--- config.mk ---
export PLATFORM = sky130hd
export DESIGN_NAME = srl_issue
export DESIGN_NICKNAME = d
export VERILOG_FILES = /design/src/rtl/srl_issue_pkg.sv /design/src/rtl/srl.sv /design/src/rtl/srl_issue.sv
export SDC_FILE = /design/constraint.sdc
export NUM_CORES = 1
export LEC_CHECK = 0
export ABC_CLOCK_PERIOD_IN_PS = 5000
export CAP_MARGIN = 20
export CORE_MARGIN = 2
export CORE_UTILIZATION = 48
export CTS_CLUSTER_SIZE = 30
export DETAILED_ROUTE_END_ITERATION = 16
export PLACE_DENSITY = 0.76
export SYNTH_ARGS = -nofsm -noshare
export SYNTH_HDL_FRONTEND = slang
export SYNTH_SLANG_ARGS = --single-unit
--- constraint.sdc ---
create_clock -name i_CLK -period 5 [get_ports i_CLK]
set_input_delay 0.75 -clock i_CLK [delete_from_list [all_inputs] [get_ports i_CLK]]
set_output_delay 0.75 -clock i_CLK [all_outputs]
set_load 0.05 [all_outputs]
--- src/rtl/srl_issue_pkg.sv ---
`default_nettype none
// ============================================================================
// Module      : srl_issue_pkg
// Description : Shared constants and helpers for the srl issue stage:
//               shift-amount width rule and the over-range predicate.
// Revision    : 1.0 - initial release
// ============================================================================
package srl_issue_pkg;

    // Shift-amount port width for a given word width: log2 bits plus one
    // extra bit so that amounts up to 2*width-1 can be presented.
    function automatic int AMT_W(input int data_w);
        return $clog2(data_w) + 1;
    endfunction

    // A shift is over-range when it moves every bit out of the word.
    function automatic logic is_over_range(input logic [31:0] amount,
                                           input logic [31:0] width);
        return (amount >= width);
    endfunction

endpackage : srl_issue_pkg
`default_nettype wire

--- src/rtl/srl.sv ---
`default_nettype none
// ============================================================================
// Module      : srl
// Description : Combinational logical right shift, zero fill. Amounts at or
//               above the word width produce an all-zero result.
// Revision    : 1.0 - initial release
// ============================================================================
module srl
    import srl_issue_pkg::*;
#(
    parameter  int p_DATA_WIDTH     = 8,
    localparam int lp_SFT_AMT_WIDTH = $clog2(p_DATA_WIDTH)
) (
    input  logic [p_DATA_WIDTH-1:0]   i_INPUT,
    input  logic [lp_SFT_AMT_WIDTH:0] i_SHIFT_AMOUNT,
    output logic [p_DATA_WIDTH-1:0]   o_RESULT
);

    logic w_over;

    assign w_over = is_over_range(32'(i_SHIFT_AMOUNT), 32'(p_DATA_WIDTH));

    // Only the low log2 bits matter once over-range is handled explicitly.
    assign o_RESULT = w_over ? '0
                             : (i_INPUT >> i_SHIFT_AMOUNT[lp_SFT_AMT_WIDTH-1:0]);

endmodule : srl
`default_nettype wire

--- src/rtl/srl_issue.sv ---
`default_nettype none
// ============================================================================
// Module      : srl_issue
// Description : Flow-controlled issue stage around the srl unit. Registered
//               result, one-entry skid buffer holding raw operands, registered
//               input ready, and a saturating counter of over-range operands.
// Revision    : 1.0 - initial release
// ============================================================================
module srl_issue
    import srl_issue_pkg::*;
#(
    parameter  int p_DATA_WIDTH     = 8,
    parameter  int p_CNT_WIDTH      = 8,
    localparam int lp_SFT_AMT_WIDTH = $clog2(p_DATA_WIDTH)
) (
    input  logic                      i_CLK,
    input  logic                      i_RST_N,
    input  logic                      i_IN_VALID,
    output logic                      o_IN_READY,
    input  logic [p_DATA_WIDTH-1:0]   i_INPUT,
    input  logic [lp_SFT_AMT_WIDTH:0] i_SHIFT_AMOUNT,
    output logic                      o_OUT_VALID,
    input  logic                      i_OUT_READY,
    output logic [p_DATA_WIDTH-1:0]   o_RESULT,
    output logic                      o_OVER_RANGE,
    output logic [p_CNT_WIDTH-1:0]    o_OVR_COUNT
);

    localparam int lp_AMT_W = AMT_W(p_DATA_WIDTH);

    // Raw operand parked while the output register is stalled.
    typedef struct packed {
        logic [p_DATA_WIDTH-1:0] data;
        logic [lp_AMT_W-1:0]     amount;
    } skid_entry_t;

    logic                    r_out_valid;
    logic [p_DATA_WIDTH-1:0] r_result;
    logic                    r_over;
    logic                    r_skid_valid;
    skid_entry_t             r_skid;
    logic [p_CNT_WIDTH-1:0]  r_ovr_count;

    logic                    w_in_ready;
    logic                    w_accept;
    logic                    w_out_free;
    logic                    w_load_out;
    logic [p_DATA_WIDTH-1:0] w_src_data;
    logic [lp_AMT_W-1:0]     w_src_amt;
    logic [p_DATA_WIDTH-1:0] w_shifted;
    logic                    w_src_over;
    logic                    w_in_over;

    // Ready depends only on skid occupancy (a register); reset gates it low.
    assign w_in_ready = i_RST_N & ~r_skid_valid;
    assign w_accept   = i_IN_VALID & w_in_ready;
    assign w_out_free = ~r_out_valid | i_OUT_READY;

    // A full skid always drains first, which keeps delivery strictly in order.
    // While the skid is full, ready is low so no new operand competes.
    assign w_src_data = r_skid_valid ? r_skid.data   : i_INPUT;
    assign w_src_amt  = r_skid_valid ? r_skid.amount : i_SHIFT_AMOUNT;
    assign w_load_out = w_out_free & (r_skid_valid | w_accept);

    assign w_src_over = is_over_range(32'(w_src_amt), 32'(p_DATA_WIDTH));
    assign w_in_over  = is_over_range(32'(i_SHIFT_AMOUNT), 32'(p_DATA_WIDTH));

    srl #(
        .p_DATA_WIDTH   (p_DATA_WIDTH)
    ) u_srl (
        .i_INPUT        (w_src_data),
        .i_SHIFT_AMOUNT (w_src_amt),
        .o_RESULT       (w_shifted)
    );

    // Output register and skid entry: load, park, drain or empty each edge.
    always_ff @(posedge i_CLK) begin
        if (!i_RST_N) begin
            r_out_valid  <= 1'b0;
            r_result     <= '0;
            r_over       <= 1'b0;
            r_skid_valid <= 1'b0;
            r_skid       <= '0;
        end else if (w_out_free) begin
            if (w_load_out) begin
                r_out_valid  <= 1'b1;
                r_result     <= w_shifted;
                r_over       <= w_src_over;
                r_skid_valid <= 1'b0;
            end else begin
                r_out_valid  <= 1'b0;
            end
        end else if (w_accept) begin
            r_skid_valid  <= 1'b1;
            r_skid.data   <= i_INPUT;
            r_skid.amount <= i_SHIFT_AMOUNT;
        end
    end

    // Count accepted over-range operands, holding at all-ones.
    always_ff @(posedge i_CLK) begin
        if (!i_RST_N) begin
            r_ovr_count <= '0;
        end else if (w_accept && w_in_over && (r_ovr_count != {p_CNT_WIDTH{1'b1}})) begin
            r_ovr_count <= r_ovr_count + 1'b1;
        end
    end

    assign o_IN_READY   = w_in_ready;
    assign o_OUT_VALID  = r_out_valid;
    assign o_RESULT     = r_result;
    assign o_OVER_RANGE = r_over;
    assign o_OVR_COUNT  = r_ovr_count;

endmodule : srl_issue
`default_nettype wire

==> results_dict.tcl, run 1 <==
set metrics [dict create \
    io_buffer_count 34 \
    post-route-period-util_pct 65.5 \
    power.switching_mw 0.131 \
    cts.sinks 31 \
    endpoint_kind "output port" \
    fmax_ghz 0.305 \
    fin_nets 211 \
    ant_nets 0 \
    crit_required_ns 4.25 \
    yosysWarnings 0 \
    internal_power_mw 0.374 \
    start_util_pct 49.2 \
    crit_arrival_ns 2.52 \
    cpMaxStageDelayCell "clkdlybuf4s50_1" \
    crit_path_frequent_cell "clkdlybuf4s50_1" \
    post-cts-setup-buffers 0 \
    die_x_microns 62.0 \
    hp-start "o_OUT_VALID" \
    clock_latency_ns 0.33 \
    setup_viol 0 \
    hold_path_depth 2 \
    yosys.area.top_type_share_pct 38.4 \
    r2r_slack_ns 2.45 \
    synth_cell_types 37 \
    worst_path_largest_cell_delay_ns 0.83 \
    netlist_instances 160 \
    crit_chain "clkdlybuf4s50_1 -> buf_4 -> nor2b_1 -> clkdlybuf4s50_1" \
    relSlewSlack_pct 30.7 \
    clockRootBuffer "clkbuf_4" \
    syn_nets 177 \
    area_growth_pct 26.4 \
    crit_path_max_fanout 34 \
    die-area_sq_mm 0.00385 \
    ys.flop_type "dfxtp_1" \
    cts_tree "built" \
    ys_top_cells_by_area "dfxtp_1, mux2i_1, nor2b_1" \
    r2r_start "r_skid_valid" \
    num_vias 1296 \
    status "finished, final reports clean" \
    syn_area_per_cell_sq_um 10.1 \
    path_clk_slew_ns 0.09 \
    cp_num_buf_inv 3 \
    fp.dieH_microns 62.0 \
    core-area_sq_mm 0.00328 \
    cts_max_level 2 \
    antenna_found_initial 0 \
    viasPerCell 5.38 \
    seq_area_frac_synth_pct 38.4 \
    hpwlAfterDp_microns 2280 \
    tightest_slew_ns 1.04 \
    cts_resized 0 \
    hold-path-endpoint "r_skid_valid" \
    ff2ff_path_depth 5 \
    hold_buffers 0 \
    power_density_mw_per_mm2 247 \
    syn_area_sq_mm 0.00162 \
    clockBufferDepth 2 \
    rows 21 \
    drt_pass1_iterations 6 \
    report.final.slew_viol_count 0 \
    timing.setup.tns_ns 0 \
    worst-setup-path-type "in -> out" \
    fin_total_pwr_mw 0.506 \
    cts_made_buffers 5 \
    synth_edf_count 0 \
    grt_util_all_layers_pct 18.3 \
    wl_microns 3370 \
    async_flop_share_pct 0 \
    critical-path-top-delay-family "buffers and inverters" \
    r2r_end "o_RESULT[1]" \
    min_period_ns 3.27 \
    final_util_pct 62.2 \
    maxCapViolations 0 \
    drive_above_1_share_pct 8.72 \
    rsz0062_at_grt "no" \
    fin_cells 241 \
    grt_max_degree 35 \
    final_hold_viol_count 0 \
    drc 0 \
    yosysTopAreaCell "dfxtp_1" \
    avgRoutedWirePerCell_microns 14.0 \
    drtIter0Drc 43 \
    clock_skew_ns 0.00511 \
    p_sw_share_pct 25.9 \
    io_pins 35 \
    dp.cells 233 \
    power.share.sequential_pct 50.7 \
    pwr-share-clk_pct 32.9 \
    hp-class "reg -> reg" \
    cp-start-kind "input pin" \
    synthTopCellsByCount "dfxtp_1, mux2i_1, nor2b_1, and2_1" \
    grt_pass1_vias 1192 \
    p_comb_share_pct 16.4 \
    ys_ff_latch 31 \
    gp_congestion 0.808 \
    grt.overflow.total 0 \
    ir_worst_vdd_mv 0.154 \
    antenna_cells 0 \
    grt_pass1_wl_microns 5100 \
    leakage_nw 0.708 \
    synth.most_common_cell "dfxtp_1" \
    holdWs_ns 0.516 \
]
-- kinds of logic (layout without fill, tap and decap cells) --
kind of cell               count (synthesis)  count (layout)  synth area share [%]
and+or+nand+nor                           55              55                  20.7
muxes                                     35              35                  23.6
DFF                                       31              31                  38.4
AOI/OAI and AO/OA                         24              24                  10.9
buffers and inverters                     10              45                  3.41
xor gates and xnor gates                   4               4                  2.17
adders and majority gates                  1               1                 0.774
-- how the worst max path moves through the flow --
stage	startpoint	depth (start not counted)	to
after CTS	i_RST_N	4	o_IN_READY
after global placement	i_RST_N	4	o_IN_READY
after global routing	i_RST_N	4	o_IN_READY
final	i_RST_N	4	o_IN_READY
after floorplan	i_RST_N	6	r_skid[0]
after detailed placement	i_RST_N	4	o_IN_READY
-- cells in the final DEF (no fill, tap or decap) --
cell type / instances
ha_1: 1
xor2_1: 2
o21ai_0: 5
and4_1: 1
nand4b_4: 1
buf_4: 1
a21oi_1: 2
nand3_1: 4
a211o_1: 1
dfxtp_1: 31
inv_1: 2
and3_1: 1
nor2_1: 6
mux2i_1: 28
a32oi_1: 1
a222oi_1: 4
clkbuf_8: 2
nor3_1: 1
nor2b_1: 22
a22oi_1: 4
o31a_1: 1
mux2i_4: 2
nor3_2: 1
xnor2_1: 2
a21o_1: 2
clkdlybuf4s50_1: 34
a21boi_1: 2
clkbuf_1: 1
mux2_2: 5
nand2b_1: 1
a311oi_1: 1
nand4_1: 1
nor3b_1: 1
clkbuf_4: 5
and3b_1: 1
and2_1: 7
nand2_1: 6
or3_1: 1
a31oi_1: 1
-- worst register-to-register path, stage by stage, from the launching register on --
cell	delay (ns)
dfxtp_1	1.02
mux2i_4	0.55
mux2i_1	0.16
mux2_2	0.28
a222oi_1	0.32
a21boi_1	0.11
-- sequential cells by signal, indices dropped and copies added, names as in the netlist --
name / count
r_skid: 12
o_OVR_COUNT: 8
o_RESULT: 8
o_OUT_VALID: 1
o_OVER_RANGE: 1
r_skid_valid: 1
-- power by group through the flow --
stage	Clock, mW	Combinational [mW]	Sequential, mW
2_1_floorplan	0	0.0426	0.272
6_report	0.166	0.0829	0.256
3_3_place_gp	0	0.0817	0.262
5_1_grt	0.179	0.0893	0.257
3_5_place_dp	0	0.0824	0.262
4_1_cts	0.168	0.0832	0.256
-- through the flow --
stage | worst slack [ns] | instance area (sq um)
2_1_floorplan | 2.51 | 1620
3_5_place_dp | 1.72 | 1970
5_1_grt | 1.65 | 2040
3_3_place_gp | 1.74 | 1970
6_report | 1.73 | 2040
4_1_cts | 1.72 | 2040
-- per-layer routing --
layer | global-route usage [%] | share of wire, %
met1 | 23.8 | 47
met2 | 28.1 | 47
met3 | 3.93 | 4.7
met4 | 10.0 | 1.8
met5 | 0 | 0
-- final cells by class --
cell class / instances / area (sq um)
fill: 284 / 1240
multi-input combinational: 119 / 941
sequential: 31 / 621
timing repair buffer: 35 / 348
clock buffer: 8 / 68.8
tap: 46 / 57.6
inverter: 2 / 7.51
(Power assumes the default switching activity.)
==> inputs of run 2 (changes only) <==
--- a/config.mk
+++ b/config.mk
@@ -5,13 +5,13 @@
 export SDC_FILE = /design/constraint.sdc
 export NUM_CORES = 1
 export LEC_CHECK = 0
-export ABC_CLOCK_PERIOD_IN_PS = 5000
+export ABC_CLOCK_PERIOD_IN_PS = 3000
 export CAP_MARGIN = 20
 export CORE_MARGIN = 2
-export CORE_UTILIZATION = 48
+export CORE_UTILIZATION = 45
 export CTS_CLUSTER_SIZE = 30
 export DETAILED_ROUTE_END_ITERATION = 16
-export PLACE_DENSITY = 0.76
+export PLACE_DENSITY = 0.75
 export SYNTH_ARGS = -nofsm -noshare
 export SYNTH_HDL_FRONTEND = slang
 export SYNTH_SLANG_ARGS = --single-unit
==> constraint.sdc (replaced) <==
create_clock -name i_CLK -period 3 [get_ports i_CLK]
set_input_delay 0.45 -clock i_CLK [delete_from_list [all_inputs] [get_ports i_CLK]]
set_output_delay 0.45 -clock i_CLK [all_outputs]
set_load 0.05 [all_outputs]
==> run 2 against run 1 <==
First-iteration DRC count increased by 47%; largest cell class unchanged; clock skew increased by 0.0023 ns; critical path depth increased by 2; highest routed layer unchanged; routed wire length increased by 2.6%; clock-buffer cell count decreased by 2; largest power group unchanged.
==> results_dict.tcl, run 2 (synthesized netlist as in run 1, its figures left out) <==
set metrics [dict create \
    clock_skew_ns 0.00739 \
    post-route-period-util_pct 73.6 \
    path_clk_slew_ns 0.10 \
    fin_total_pwr_mw 0.910 \
    io_buffer_count 34 \
    hold-path-endpoint "o_OVR_COUNT[7]" \
    cts_tree "built" \
    ir_worst_vdd_mv 0.240 \
    place_area_sq_mm 0.00201 \
    drive_above_1_share_pct 11.1 \
    final_hold_viol_count 0 \
    clockRootBuffer "clkbuf_4" \
    status "finished, final reports clean" \
    clock_latency_ns 0.33 \
    hp-start "o_OVR_COUNT[7]" \
    fin_cells 244 \
    crit_required_ns 3.26 \
    cp-start-kind "flip-flop" \
    fin_nets 214 \
    seq_area_sq_um 621 \
    power_density_mw_per_mm2 435 \
    dp.cells 236 \
    min_period_ns 2.21 \
    hpwlAfterDp_microns 2580 \
    grt.overflow.total 0 \
    start_util_pct 47.7 \
    viasPerCell 5.32 \
    cts_max_level 2 \
    ff2ff_path_depth 6 \
    crit_path_max_fanout 12 \
    gp_congestion 0.763 \
    clockBufferDepth 2 \
    drt_pass1_iterations 4 \
    ant_nets 0 \
    die-area_sq_mm 0.00409 \
    hold_path_depth 1 \
    r2r_end "o_RESULT[1]" \
    leakage_nw 0.739 \
    fillers 271 \
    setup_viol 0 \
    grt_util_all_layers_pct 18.1 \
    layout_common_cells "clkdlybuf4s50_1, dfxtp_1, mux2i_1" \
    num_vias 1299 \
    core-area_sq_mm 0.00339 \
    endpoint_kind "flip-flop" \
    r2r_start "r_skid_valid" \
    hold_buffers 0 \
    area_growth_pct 29.5 \
    io_pins 35 \
    design_area_sq_mm 0.00209 \
    fp.dieH_microns 63.9 \
    grt_pass1_vias 1261 \
    holdWs_ns 0.517 \
    die_x_microns 63.9 \
    rsz0062_at_grt "no" \
    antenna_found_initial 0 \
    r2r_slack_ns 0.79 \
    largest-register "r_skid" \
    drc 0 \
    rows 21 \
    setup_slack_ns 0.793 \
    hp-class "reg -> reg" \
    avgRoutedWirePerCell_microns 14.2 \
    wl_microns 3460 \
    layout_commonest_cell "clkdlybuf4s50_1" \
    cts.sinks 31 \
    grt_pass1_wl_microns 5700 \
    maxCapViolations 0 \
    tightest_slew_ns 0.597 \
    relSlewSlack_pct 60.1 \
    cts_made_buffers 5 \
    post-cts-setup-buffers 0 \
    largest_reg_flops 12 \
    grt_max_degree 21 \
    timing.setup.tns_ns 0 \
    report.final.slew_viol_count 0 \
    crit_arrival_ns 2.47 \
    cts_resized 0 \
    antenna_cells 0 \
    worst-setup-path-type "reg -> reg" \
    pre_cts_ws_ns 0.641 \
    final_util_pct 61.8 \
    fmax_ghz 0.453 \
    drtIter0Drc 63 \
    multiInputGateArea_sq_um 941 \
]
run 2: changes by cell type in the layout (fill, tap and decap cells not counted), sizes merged:
cell | previous run | this run
buf | 1 | 5
clkbuf | 8 | 6
bufinv | 0 | 1
clkdlybuf4s50 | 34 | 33
clkinv | 0 | 1
run 2: layout make-up:
cell class | count | area share (%)
Clock buffer | 6 | 2.45
Clock inverter | 2 | 1.67
Inverter | 2 | 0.359
Multi-Input combinational cell | 119 | 44.9
Sequential cell | 31 | 29.6
Tap cell | 46 | 2.75
Timing Repair Buffer | 38 | 18.2
run 2: metal layers:
metal,share of wire [%],vias to the layer above,global-route usage (%)
li1,-,655,-
met1,45,610,20.5
met2,49,28,31.4
met3,5.2,6,6.51
met4,1.3,0,5.71
met5,0,-,0
run 2: worst max-delay path, stage by stage, from the launching register on:
cell,delay [ns]
dfxtp_1,0.71
buf_4,0.31
a21o_1,0.11
nand2_1,0.22
nor2_1,0.47
a222oi_1,0.16
a21boi_1,0.16
run 2: how the worst max path moves through the flow:
stage | from | end | slack [ns] | depth (start not counted)
final | r_skid_valid | o_RESULT[1] | 0.79 | 6
after global routing | r_skid_valid | o_RESULT[1] | 0.51 | 6
after CTS | r_skid_valid | o_RESULT[1] | 0.78 | 6
after detailed placement | i_RST_N | o_OVR_COUNT[5] | 0.64 | 7
after global placement | i_RST_N | r_skid[11] | 0.71 | 7
after floorplan | r_skid_valid | r_skid[0] | 0.77 | 7
run 2: power by group:
group / internal, mW / total [mW] / switching (mW)
sequential: 0.420 / 0.426 / 0.00667
combinational: 0.0697 / 0.144 / 0.0740
clock: 0.197 / 0.340 / 0.143
total: 0.686 / 0.910 / 0.223
